===== config.mk =====
export PLATFORM = sky130hd
export DESIGN_NAME = instr_encoder
export DESIGN_NICKNAME = d
export VERILOG_FILES = /design/src/rtl/instr_encoder.sv
export SDC_FILE = /design/constraint.sdc
export NUM_CORES = 1
export LEC_CHECK = 0
export ABC_AREA = 1
export BUFFER_PORTS_ARGS = -buffer_cell sky130_fd_sc_hd__buf_2
export CAP_MARGIN = 0
export CELL_PAD_IN_SITES_DETAIL_PLACEMENT = 0
export CELL_PAD_IN_SITES_GLOBAL_PLACEMENT = 1
export CORE_MARGIN = 2
export CORE_UTILIZATION = 30
export DETAILED_ROUTE_END_ITERATION = 10
export PLACE_DENSITY_LB_ADDON = 0.1
export SYNTH_ARGS = -nofsm -noshare
export SYNTH_HDL_FRONTEND = slang
export SYNTH_SLANG_ARGS = --single-unit

===== constraint.sdc =====
create_clock -name clk -period 2.15 [get_ports clk]
set_input_delay 0.3225 -clock clk [delete_from_list [all_inputs] [get_ports clk]]
set_output_delay 0.3225 -clock clk [all_outputs]
set_load 0.03 [all_outputs]

===== src/rtl/instr_encoder.sv =====
// Data-processing instruction encoder: accepts one request at a time, encodes it
// into a 32-bit word and writes it to sequential instruction-memory addresses.
module instr_encoder #(
  parameter int ADDR_W    = 8,
  parameter int BASE_ADDR = 0
) (
  input  logic              clk,
  input  logic              rst_n,
  input  logic              req_valid,
  output logic              req_ready,
  input  logic [3:0]        req_op,
  input  logic              req_s,
  input  logic              req_imm,
  input  logic [3:0]        req_rd,
  input  logic [3:0]        req_rn,
  input  logic [11:0]       req_src2,
  input  logic              clear,
  input  logic              mem_stall,
  output logic              mem_we,
  output logic [ADDR_W-1:0] mem_addr,
  output logic [31:0]       mem_wdata,
  output logic              err_illegal,
  output logic              full,
  output logic [ADDR_W:0]   word_count
);

  typedef enum logic [1:0] {IDLE, ENC, WRITE} state_t;

  localparam logic [ADDR_W-1:0] BASE     = ADDR_W'(BASE_ADDR);
  localparam logic [ADDR_W-1:0] LAST     = '1;
  localparam logic [ADDR_W-1:0] ADDR_ONE = ADDR_W'(1);
  localparam logic [ADDR_W:0]   CNT_ONE  = (ADDR_W+1)'(1);

  state_t      state;
  logic        accept;
  logic [3:0]  op_p0;
  logic        s_p0;
  logic        imm_p0;
  logic [3:0]  rd_p0;
  logic [3:0]  rn_p0;
  logic [11:0] src2_p0;

  function automatic logic is_illegal(input logic [3:0] op, input logic s, input logic imm);
    logic bad;
    bad = 1'b0;
    if (op > 4'd9) bad = 1'b1;
    if ((op == 4'd5 || op == 4'd6) && (imm || s)) bad = 1'b1;
    if ((op == 4'd7 || op == 4'd8) && (!imm || s)) bad = 1'b1;
    return bad;
  endfunction

  function automatic logic [5:0] funct_of(input logic [3:0] op, input logic s, input logic imm);
    logic [5:0] f;
    case (op)
      4'd0:    f = {imm, 4'b0000, s};
      4'd1:    f = {imm, 4'b0010, s};
      4'd2:    f = {imm, 4'b0100, s};
      4'd3:    f = {imm, 4'b1100, s};
      4'd4:    f = {imm, 4'b1010, 1'b1};
      4'd5:    f = 6'b000010;
      4'd6:    f = 6'b011010;
      4'd7:    f = 6'b111010;
      4'd8:    f = 6'b111110;
      4'd9:    f = 6'b010010;
      default: f = 6'b000000;
    endcase
    return f;
  endfunction

  // MOV, MVN and B have no first operand, so Rn is encoded as zero.
  function automatic logic [31:0] encode(input logic [3:0] op, input logic s, input logic imm,
                                         input logic [3:0] rd, input logic [3:0] rn,
                                         input logic [11:0] src2);
    logic [3:0] rn_eff;
    rn_eff = (op == 4'd7 || op == 4'd8 || op == 4'd9) ? 4'b0000 : rn;
    return {4'b1110, 2'b00, funct_of(op, s, imm), rn_eff, rd, src2};
  endfunction

  assign accept = req_valid && req_ready;

  // Stage p0: request capture; later input changes do not disturb these.
  always_ff @(posedge clk) begin
    if (accept) begin
      op_p0   <= req_op;
      s_p0    <= req_s;
      imm_p0  <= req_imm;
      rd_p0   <= req_rd;
      rn_p0   <= req_rn;
      src2_p0 <= req_src2;
    end
  end

  always_ff @(posedge clk) begin
    if (!rst_n) begin
      state       <= IDLE;
      req_ready   <= 1'b1;
      mem_we      <= 1'b0;
      mem_addr    <= BASE;
      mem_wdata   <= '0;
      err_illegal <= 1'b0;
      full        <= 1'b0;
      word_count  <= '0;
    end else if (clear) begin
      state       <= IDLE;
      req_ready   <= 1'b1;
      mem_we      <= 1'b0;
      mem_addr    <= BASE;
      err_illegal <= 1'b0;
      full        <= 1'b0;
      word_count  <= '0;
    end else begin
      err_illegal <= 1'b0;
      case (state)
        IDLE: begin
          if (accept) begin
            state       <= ENC;
            req_ready   <= 1'b0;
            err_illegal <= is_illegal(req_op, req_s, req_imm);
          end else begin
            req_ready <= !full;
          end
        end
        ENC: begin
          if (is_illegal(op_p0, s_p0, imm_p0)) begin
            state     <= IDLE;
            req_ready <= 1'b1;
          end else begin
            state     <= WRITE;
            mem_we    <= 1'b1;
            mem_wdata <= encode(op_p0, s_p0, imm_p0, rd_p0, rn_p0, src2_p0);
          end
        end
        WRITE: begin
          if (!mem_stall) begin
            state      <= IDLE;
            mem_we     <= 1'b0;
            word_count <= word_count + CNT_ONE;
            // The top address is written once; afterwards the encoder parks until cleared.
            if (mem_addr == LAST) begin
              full      <= 1'b1;
              req_ready <= 1'b0;
            end else begin
              mem_addr  <= mem_addr + ADDR_ONE;
              req_ready <= 1'b1;
            end
          end
        end
        default: begin
          state     <= IDLE;
          req_ready <= !full;
          mem_we    <= 1'b0;
        end
      endcase
    end
  end

endmodule


==> flow_summary_export.csv, run 1 <==
group,metric,value,unit
synth,synth_compound_area_share,6.25,%
synth,synthMuxAreaShare,0,%
synth,synthesis.area,3250,um^2
timing,slew_violations,0,
timing,finalHoldViolCount,0,
synth,synthDistinctLibCells,30,
finish,area_delta_synth_final,23.3,%
setup_path,cp-startpoint,"op_p0[1]",
synth,yosysWarnings,0,
finish,drive_gt1_share,21.4,%
route,drc,0,
cts,hold_buffers,0,
finish,fill_cells,1144,
route,num_vias,2671,
synth,synthTopCellsByArea,"dfxtp_1 (31%), edfxtp_1 (24%), nand2_1 (12%)",
power,ir_drop,0.472,mV
finish,final_common_cell,"nand2_1",
setup_path,r2r_start,"op_p0[1]",
setup_path,worst-path-max-fanout,31,
floorplan,core_area,10400,um^2
global_routing,antenna_found_initial,0,
setup_path,cp.required,2.40,ns
floorplan,rows,37,
synth,yosys.area.top_type,"dfxtp_1",
cts,clkLatencyLatePin,0.35,ns
timing,rsz0062_at_grt,"no",
global_routing,track_usage,13.1,%
floorplan,die_w,108,um
route,drtIter0Drc,110,
cts,cts_tree,"done",
place,place_congestion,0.800,
timing,fin_worst_skew,0.0133,ns
synth,async_flop_share,0,%
cts,cts.sinks,76,
synth,synth-simple-area-share,25.7,%
route,via_per_inst,4.19,
timing,whs,0.142,ns
power,power.density,778,nW/um^2
synth,synth_top_family_by_area,"simple AND/OR/NAND/NOR gates",
synth,synth.top_cell.area_share,30.8,%
cts,root_buffer,"clkbuf_8",
global_routing,grt_max_degree,32,
min_path,min_from,"req_src2[11]",
min_path,worstHoldPathType,"in2reg",
finish,n_antenna_cell,0,
timing,setup_viol,0,
synth,post_synth_xor_area_fraction,1.08,%
route,drt-total-wl,7.32,mm
cts,htreeDepth,3,
finish,fin_nets,529,
global_routing,overflow,0,
place,portBuffers,80,
global_routing,grt_pass1_vias,2432,
route,wire_per_inst,11.5,um
floorplan,die_area,11700,um^2
synth,avgSynthCellArea,7.86,um^2
synth,synthAdderAreaFrac,0.771,%
cts,post-cts-setup-buffers,0,
floorplan,start_util,31.2,%
power,p_leak,2.00,nW
timing,max_freq,581,MHz
cts,clockBufferDepth,2,
run,drv_cap,0,
cts,cts_made_buffers,9,
cts,path_clk_slew,0.08,ns
setup_path,crit_path_start_kind,"flip-flop",
outcome,status,"finished clean",
place,dpl.hpwl,5.17,mm
setup_path,arrival,1.97,ns
cts,cts_resized,0,
synth,synth_edf_count,26,
finish,multiInputGateArea,1110,um^2
floorplan,die_h,108,um
finish,mostFrequentLayoutCells,"nand2_1 (105), buf_2 (80), nor2_1 (73)",
timing,period_share,80.1,%
setup_path,path_class,"reg2reg",
synth,seq_area_frac_synth,54.9,%
timing,setup_tns,0,ns
synth,ys_seq_elements,76,
global_routing,grt_pass1_wl,11.6,mm
synth,synthCells,413,
route,firstDrtPassIters,4,
route,antenna_left,0,
synth,ys.flop_type,"dfxtp_1",
floorplan,io_pins,84,
timing,finalCriticalPeriod,1.72,ns
setup_path,end_kind,"flip-flop",
finish,seq_area,1780,um^2
## sequential cells by signal, indices dropped and copies added, names as in the netlist, 2 cells and up
| register | count |
|---|---|
| rd_p0 | 4 |
| mem_wdata | 27 |
| word_count | 9 |
| rn_p0 | 4 |
| state | 2 |
| op_p0 | 4 |
| src2_p0 | 12 |
| mem_addr | 8 |
## cells by family (layout without fill, tap and decap cells)
group	after synthesis	count (layout)
xor+xnor	4	4
buf+inv	85	171
flops	76	76
fa+ha+maj	2	2
simple gates	207	207
other cells	1	3
compound gates	38	38
## Yosys cell counts, types with 4 or more instances
cell	count
nand4_1	4
nor2_1	73
nand3_1	15
nand2_1	105
edfxtp_1	26
o21ai_0	12
a21oi_1	18
buf_4	5
inv_1	67
dfxtp_1	50
nor3_1	5
## where the power goes
group          leakage, nW  switching, mW  internal (mW)
logic                 1.22          0.156         0.0722
clock network        0.123          0.529          0.800
registers            0.656         0.0214           1.54
## critical path: stages, from the launching register on
cell and delay (ns):
edfxtp_1 0.46, inv_1 0.10, nand2_1 0.08, nor2_1 0.18
nor2_2 0.06, nor2_1 0.11, nor2_2 0.06, nand3_2 0.06
buf_4 0.30, nand2_1 0.09, nand2_1 0.07, nor2_1 0.04
## per-layer routing
| layer | vias up | part of all wire [%] | track usage [%] |
|---|---|---|---|
| li1 | 1431 | - | - |
| met1 | 1171 | 47 | 16.3 |
| met2 | 62 | 45 | 20.8 |
| met3 | 7 | 6.0 | 5.06 |
| met4 | 0 | 1.3 | 4.95 |
| met5 | - | 0 | 0 |
## metrics by stage
| stage | util [%] | power [mW] | setup slack, ns | area (um^2) | instances |
|---|---|---|---|---|---|
| global placement | 36.1 | 1.82 | 0.469 | 3760 | 621 |
| global route | 38.4 | 3.25 | 0.156 | 4000 | 637 |
| CTS | 38.4 | 3.17 | 0.412 | 4000 | 637 |
| floorplan | - | 1.74 | 0.385 | 3250 | 415 |
| finish | 38.4 | 3.11 | 0.428 | 4000 | 637 |
| detailed placement | 36.1 | 1.82 | 0.442 | 3760 | 621 |
## area by class of cell
| class | instances | area share (%) |
|---|---|---|
| Clock buffer | 11 | 3.53 |
| Sequential cell | 76 | 44.5 |
| Timing Repair Buffer | 85 | 10.9 |
| Clock inverter | 5 | 2.50 |
| Multi-Input combinational cell | 254 | 27.7 |
| Tap cell | 136 | 4.25 |
| Inverter | 70 | 6.57 |
## path summary, 6_finish.rpt
kind / depth (start not counted) / end / slack (ns)
setup / recovery: 11 / mem_wdata[17] / 0.43
hold / removal: 1 / src2_p0[11] / 0.14
setup reg to reg: 11 / mem_wdata[17] / 0.43
hold reg to reg: 2 / mem_wdata[9] / 0.47
Power figures use the tool's default switching activity.
==> inputs of run 2 (changes only) <==
Clock period 2.15 ns to 1.75 ns, I/O delays scaled along.
==> flow_summary_export.csv, run 2 (synthesis results as in run 1) <==
group,metric,value,unit
outcome,status,"finished clean",
global_routing,grt_pass1_wl,11.7,mm
floorplan,io_pins,84,
setup_path,path_delay_family,"simple AND/OR/NAND/NOR gates",
timing,setup_viol,0,
cts,cts_tree,"done",
timing,period_share,93.4,%
finish,reg_top3,"mem_wdata x27, src2_p0 x12, word_count x9",
power,swShare,25.4,%
run,drv_cap,0,
floorplan,die_h,108,um
setup_path,cp.required,2.00,ns
power,power_switching,906,uW
cts,clockBufferDepth,2,
global_routing,grt_max_degree,30,
place,post-place-ws,0.0648,ns
finish,final_area,4110,um^2
setup_path,rrSetupSlack,0.12,ns
finish,final_common_cell,"nand2_1",
cts,cts.sinks,76,
route,num_vias,2708,
floorplan,die_area,11700,um^2
finish,fin_nets,540,
route,firstDrtPassIters,4,
floorplan,core_area,10400,um^2
setup_path,path_depth,9,
floorplan,die_w,108,um
cts,clkLatencyLatePin,0.35,ns
setup_path,path_class,"reg2reg",
route,drtIter0Drc,90,
floorplan,rows,37,
min_path,min_path_cells,1,
power,power.internal,2.66,mW
setup_path,worst-path-max-fanout,15,
floorplan,start_util,31.2,%
timing,setup_tns,0,ns
setup_path,r2r_cells,9,
setup_path,path_buf_inv,1,
place,dpl.cell_count,625,
cts,hold_buffers,0,
power,p_leak,2.05,nW
power,power.density,867,nW/um^2
cts,cts_made_buffers,9,
route,drc,0,
place,portBuffers,80,
min_path,worstHoldPathType,"in2reg",
global_routing,overflow,0,
global_routing,track_usage,13.0,%
setup_path,r2r_start,"op_p0[1]",
setup_path,r2r_end,"mem_wdata[21]",
route,via_per_inst,4.18,
finish,final_util,39.5,%
route,wire_per_inst,11.4,um
power,p_comb_share,8.8,%
cts,path_clk_slew,0.08,ns
timing,layout_setup_ws,0.116,ns
setup_path,end_kind,"flip-flop",
route,drt-total-wl,7.37,mm
finish,largest_reg_flops,27,
timing,finalHoldViolCount,0,
finish,fill_cells,1094,
route,antenna_left,0,
place,place_congestion,0.815,
finish,fin_cells,648,
timing,finalCriticalPeriod,1.63,ns
cts,htreeDepth,3,
global_routing,antenna_found_initial,0,
place,dpl_cell_area,3820,um^2
setup_path,crit_path_start_kind,"flip-flop",
finish,area_delta_synth_final,26.6,%
power,seq_power_share,53.7,%
finish,drive_gt1_share,23.8,%
setup_path,arrival,1.88,ns
place,dpl.hpwl,5.15,mm
setup_path,cpMaxStageDelayCell,"edfxtp_1",
timing,slew_violations,0,
timing,fin_worst_skew,0.00634,ns
setup_path,crit_path_frequent_cell,"nor2_1",
min_path,min_from,"req_src2[6]",
power,pwr-share-clk,37.5,%
finish,n_antenna_cell,0,
power,ir_drop,0.413,mV
min_path,min_to,"src2_p0[6]",
finish,mostFrequentLayoutCells,"nand2_1 (104), buf_2 (80), nor2_1 (70)",
timing,max_freq,612,MHz
setup_path,crit_chain,"nand2_1 > nor2_1 > nor2_2 > nor2_1 > nor2_2 > nand3_4 > buf_12 > nor2_1 > nor2_1",
setup_path,max_stage_delay,0.47,ns
global_routing,grt_pass1_vias,2517,
cts,root_buffer,"clkbuf_8",
finish,regMostFlops,"mem_wdata",
[run 2: changes by cell type in the layout (fill, tap and decap cells not counted), moves of 2 or more]
cell and change:
buf_12 +3, clkinvlp_4 +2, nor2_2 +3, buf_4 +7, nor2_1 -3, bufinv_16 -2
[run 2: how the worst max path moves through the flow]
stage           startpoint       endpoint  slack [ns]
3_3_place_gp      op_p0[0]  mem_wdata[12]        0.08
4_1_cts           op_p0[0]  mem_wdata[12]        0.04
2_1_floorplan  mem_addr[1]    mem_addr[3]        0.08
5_1_grt           op_p0[1]  mem_wdata[13]      -0.003
3_5_place_dp      op_p0[0]  mem_wdata[12]        0.06
6_report          op_p0[1]  mem_wdata[21]        0.12
[run 2: area by class of cell]
cell class / instances / area (um^2) / share of cell area (%)
well taps: 136 / 170 / 4.14
clock inverters: 6 / 63.8 / 1.55
flip-flops and latches: 76 / 1780 / 43.3
multi-input cells: 254 / 1120 / 27.4
clock buffers: 10 / 128 / 3.11
repair buffers: 96 / 576 / 14.0
inverters: 70 / 267 / 6.48
[run 2: power groups by stage]
stage               clock network (mW)  registers (mW)  logic (mW)
floorplan                            0            1.99       0.157
global placement                     0            1.96       0.294
detailed placement                   0            1.96       0.294
CTS                               1.41            1.91       0.295
global route                      1.48            1.92       0.353
finish                            1.34            1.91       0.315
[run 2: through the flow]
| stage | hold WS [ns] | total power, mW |
|---|---|---|
| global placement | 0.440 | 2.25 |
| finish | 0.0771 | 3.57 |
| global route | 0.0384 | 3.75 |
| floorplan | 0.361 | 2.14 |
| detailed placement | 0.441 | 2.25 |
| CTS | 0.0540 | 3.62 |
[run 2: repair_timing]
item | 4_1_cts | 5_1_grt
gates resized for setup | 0 | 8
setup endpoints to repair | 0 | 27
setup buffers | 0 | 6
[run 2: per-layer routing]
metal | track usage [%] | part of all wire (%) | wire length, um | up-vias
met5 | 0 | 0 | 0 | -
met4 | 4.85 | 1.2 | 87 | 0
met3 | 5.36 | 6.5 | 477 | 9
met2 | 20.9 | 46 | 3420 | 63
met1 | 15.6 | 46 | 3390 | 1181
li1 | - | - | - | 1455
==> inputs of run 3 (changes only) <==
Settings changed: CORE_UTILIZATION 30 to 25.
==> flow_summary_export.csv, run 3 (synthesis results as in run 1) <==
group,metric,value,unit
global_routing,overflow,0,
floorplan,die_area,13900,um^2
place,portBuffers,80,
power,power.density,983,nW/um^2
setup_path,crit_path_frequent_cell,"nor2_2",
timing,finalCriticalPeriod,1.66,ns
power,p_leak,2.09,nW
setup_path,endpoint,"mem_wdata[23]",
global_routing,grt_pass1_wl,12.9,mm
place,dpl_cell_area,3870,um^2
setup_path,end_kind,"flip-flop",
finish,regMostFlops,"mem_wdata",
finish,mostFrequentLayoutCells,"nand2_1 (102), buf_2 (80), nor2_1 (68)",
floorplan,die_h,118,um
setup_path,cp.required,1.98,ns
finish,largest_reg_flops,27,
route,drtIter0Drc,98,
cts,root_buffer,"clkbuf_16",
place,dpl.hpwl,5.48,mm
route,drc,0,
cts,cts_made_buffers,9,
min_path,min_path_cells,1,
finish,fin_nets,539,
route,num_vias,2718,
finish,drive_gt1_share,24.9,%
global_routing,track_usage,12.0,%
setup_path,cp-startpoint,"op_p0[2]",
cts,clkLatencyLatePin,0.34,ns
route,wire_per_inst,11.7,um
setup_path,rrSetupSlack,0.09,ns
cts,clockBufferDepth,2,
floorplan,core_area,12700,um^2
timing,period_share,94.9,%
min_path,worstHoldPathType,"in2reg",
cts,path_clk_slew,0.06,ns
timing,fin_worst_skew,0.00823,ns
setup_path,worst-path-max-fanout,14,
setup_path,path_class,"reg2reg",
finish,n_antenna_cell,0,
setup_path,cpMaxStageDelayCell,"edfxtp_1",
place,place_congestion,0.768,
global_routing,grt_max_degree,30,
setup_path,r2r_start,"op_p0[2]",
route,via_per_inst,3.98,
global_routing,antenna_found_initial,0,
floorplan,start_util,25.6,%
outcome,status,"finished clean",
finish,final_area,4280,um^2
route,firstDrtPassIters,4,
finish,final_util,33.8,%
timing,rsz0062_at_grt,"yes",
timing,setup_tns,0,ns
setup_path,max_stage_delay,0.48,ns
timing,slew_violations,0,
timing,max_freq,602,MHz
setup_path,r2r_end,"mem_wdata[23]",
timing,finalHoldViolCount,0,
setup_path,r2r_cells,9,
floorplan,io_pins,84,
setup_path,crit_path_start_kind,"flip-flop",
floorplan,rows,41,
setup_path,crit_chain,"nor2_2 > nor2_2 > inv_2 > o21ai_1 > nor2_2 > nand3_4 > clkbuf_16 > nor2_1 > nor2_1",
global_routing,grt_pass1_vias,2589,
route,antenna_left,0,
floorplan,die_w,118,um
finish,area_delta_synth_final,32.0,%
route,drt-total-wl,8.02,mm
finish,final_common_cell,"nand2_1",
timing,setup_viol,0,
cts,hold_buffers,0,
run,drv_cap,0,
cts,cts_tree,"done",
power,ir_drop,0.457,mV
cts,cts.sinks,76,
cts,htreeDepth,3,
finish,reg_top3,"mem_wdata x27, src2_p0 x12, word_count x9",
timing,whs,0.0928,ns
setup_path,arrival,1.89,ns
[run 3: critical path, delay by kind of cell, from the launching register on]
| family | cells | cell delay, ns |
|---|---|---|
| flip-flops | 1 | 0.48 |
| buffers and inverters | 2 | 0.26 |
| AO/OA/AOI/OAI | 1 | 0.06 |
| AND/OR/NAND/NOR | 6 | 0.75 |
[run 3: cell type report]
cell class / instances / area (um^2)
timing repair buffer: 95 / 568
tap: 172 / 215
fill: 1350 / 8390
clock buffer: 9 / 225
clock inverter: 7 / 91.3
sequential: 76 / 1780
inverter: 70 / 267
multi-input combinational: 254 / 1130
[run 3: where the power goes]
| part | internal [mW] | switching, mW | leakage, nW |
|---|---|---|---|
| clock network | 1.24 | 0.735 | 0.145 |
| registers | 1.89 | 0.0279 | 0.656 |
| logic | 0.109 | 0.205 | 1.29 |
[run 3: repair_timing]
| action | in CTS | in global routing |
|---|---|---|
| endpoints found under the setup margin | 0 | 28 |
| gates resized for setup | 0 | 13 |
| buffers inserted | 0 | 4 |
[run 3: worst min path at each step]
stage / start / endpoint / slack [ns]
global placement: req_src2[6] / src2_p0[6] / 0.44
floorplan: req_imm / imm_p0 / 0.36
CTS: req_rn[0] / rn_p0[0] / 0.08
detailed placement: req_src2[6] / src2_p0[6] / 0.44
finish: req_rn[1] / rn_p0[1] / 0.09
global route: req_rd[2] / rd_p0[2] / 0.07
[run 3: metal layers]
metal  track usage, %  routed length (um)
met5                0                   0
met4             4.97                 144
met3             4.22                 370
met2             19.9                3860
met1             14.0                3640
[run 3: metrics by stage]
stage | setup WS, ns | total power [mW] | cells
2_1_floorplan | 0.0758 | 2.14 | 415
3_3_place_gp | 0.0649 | 2.25 | 662
3_5_place_dp | 0.0440 | 2.25 | 662
4_1_cts | 0.0451 | 4.27 | 678
5_1_grt | -0.0357 | 4.41 | 683
6_report | 0.0888 | 4.21 | 683
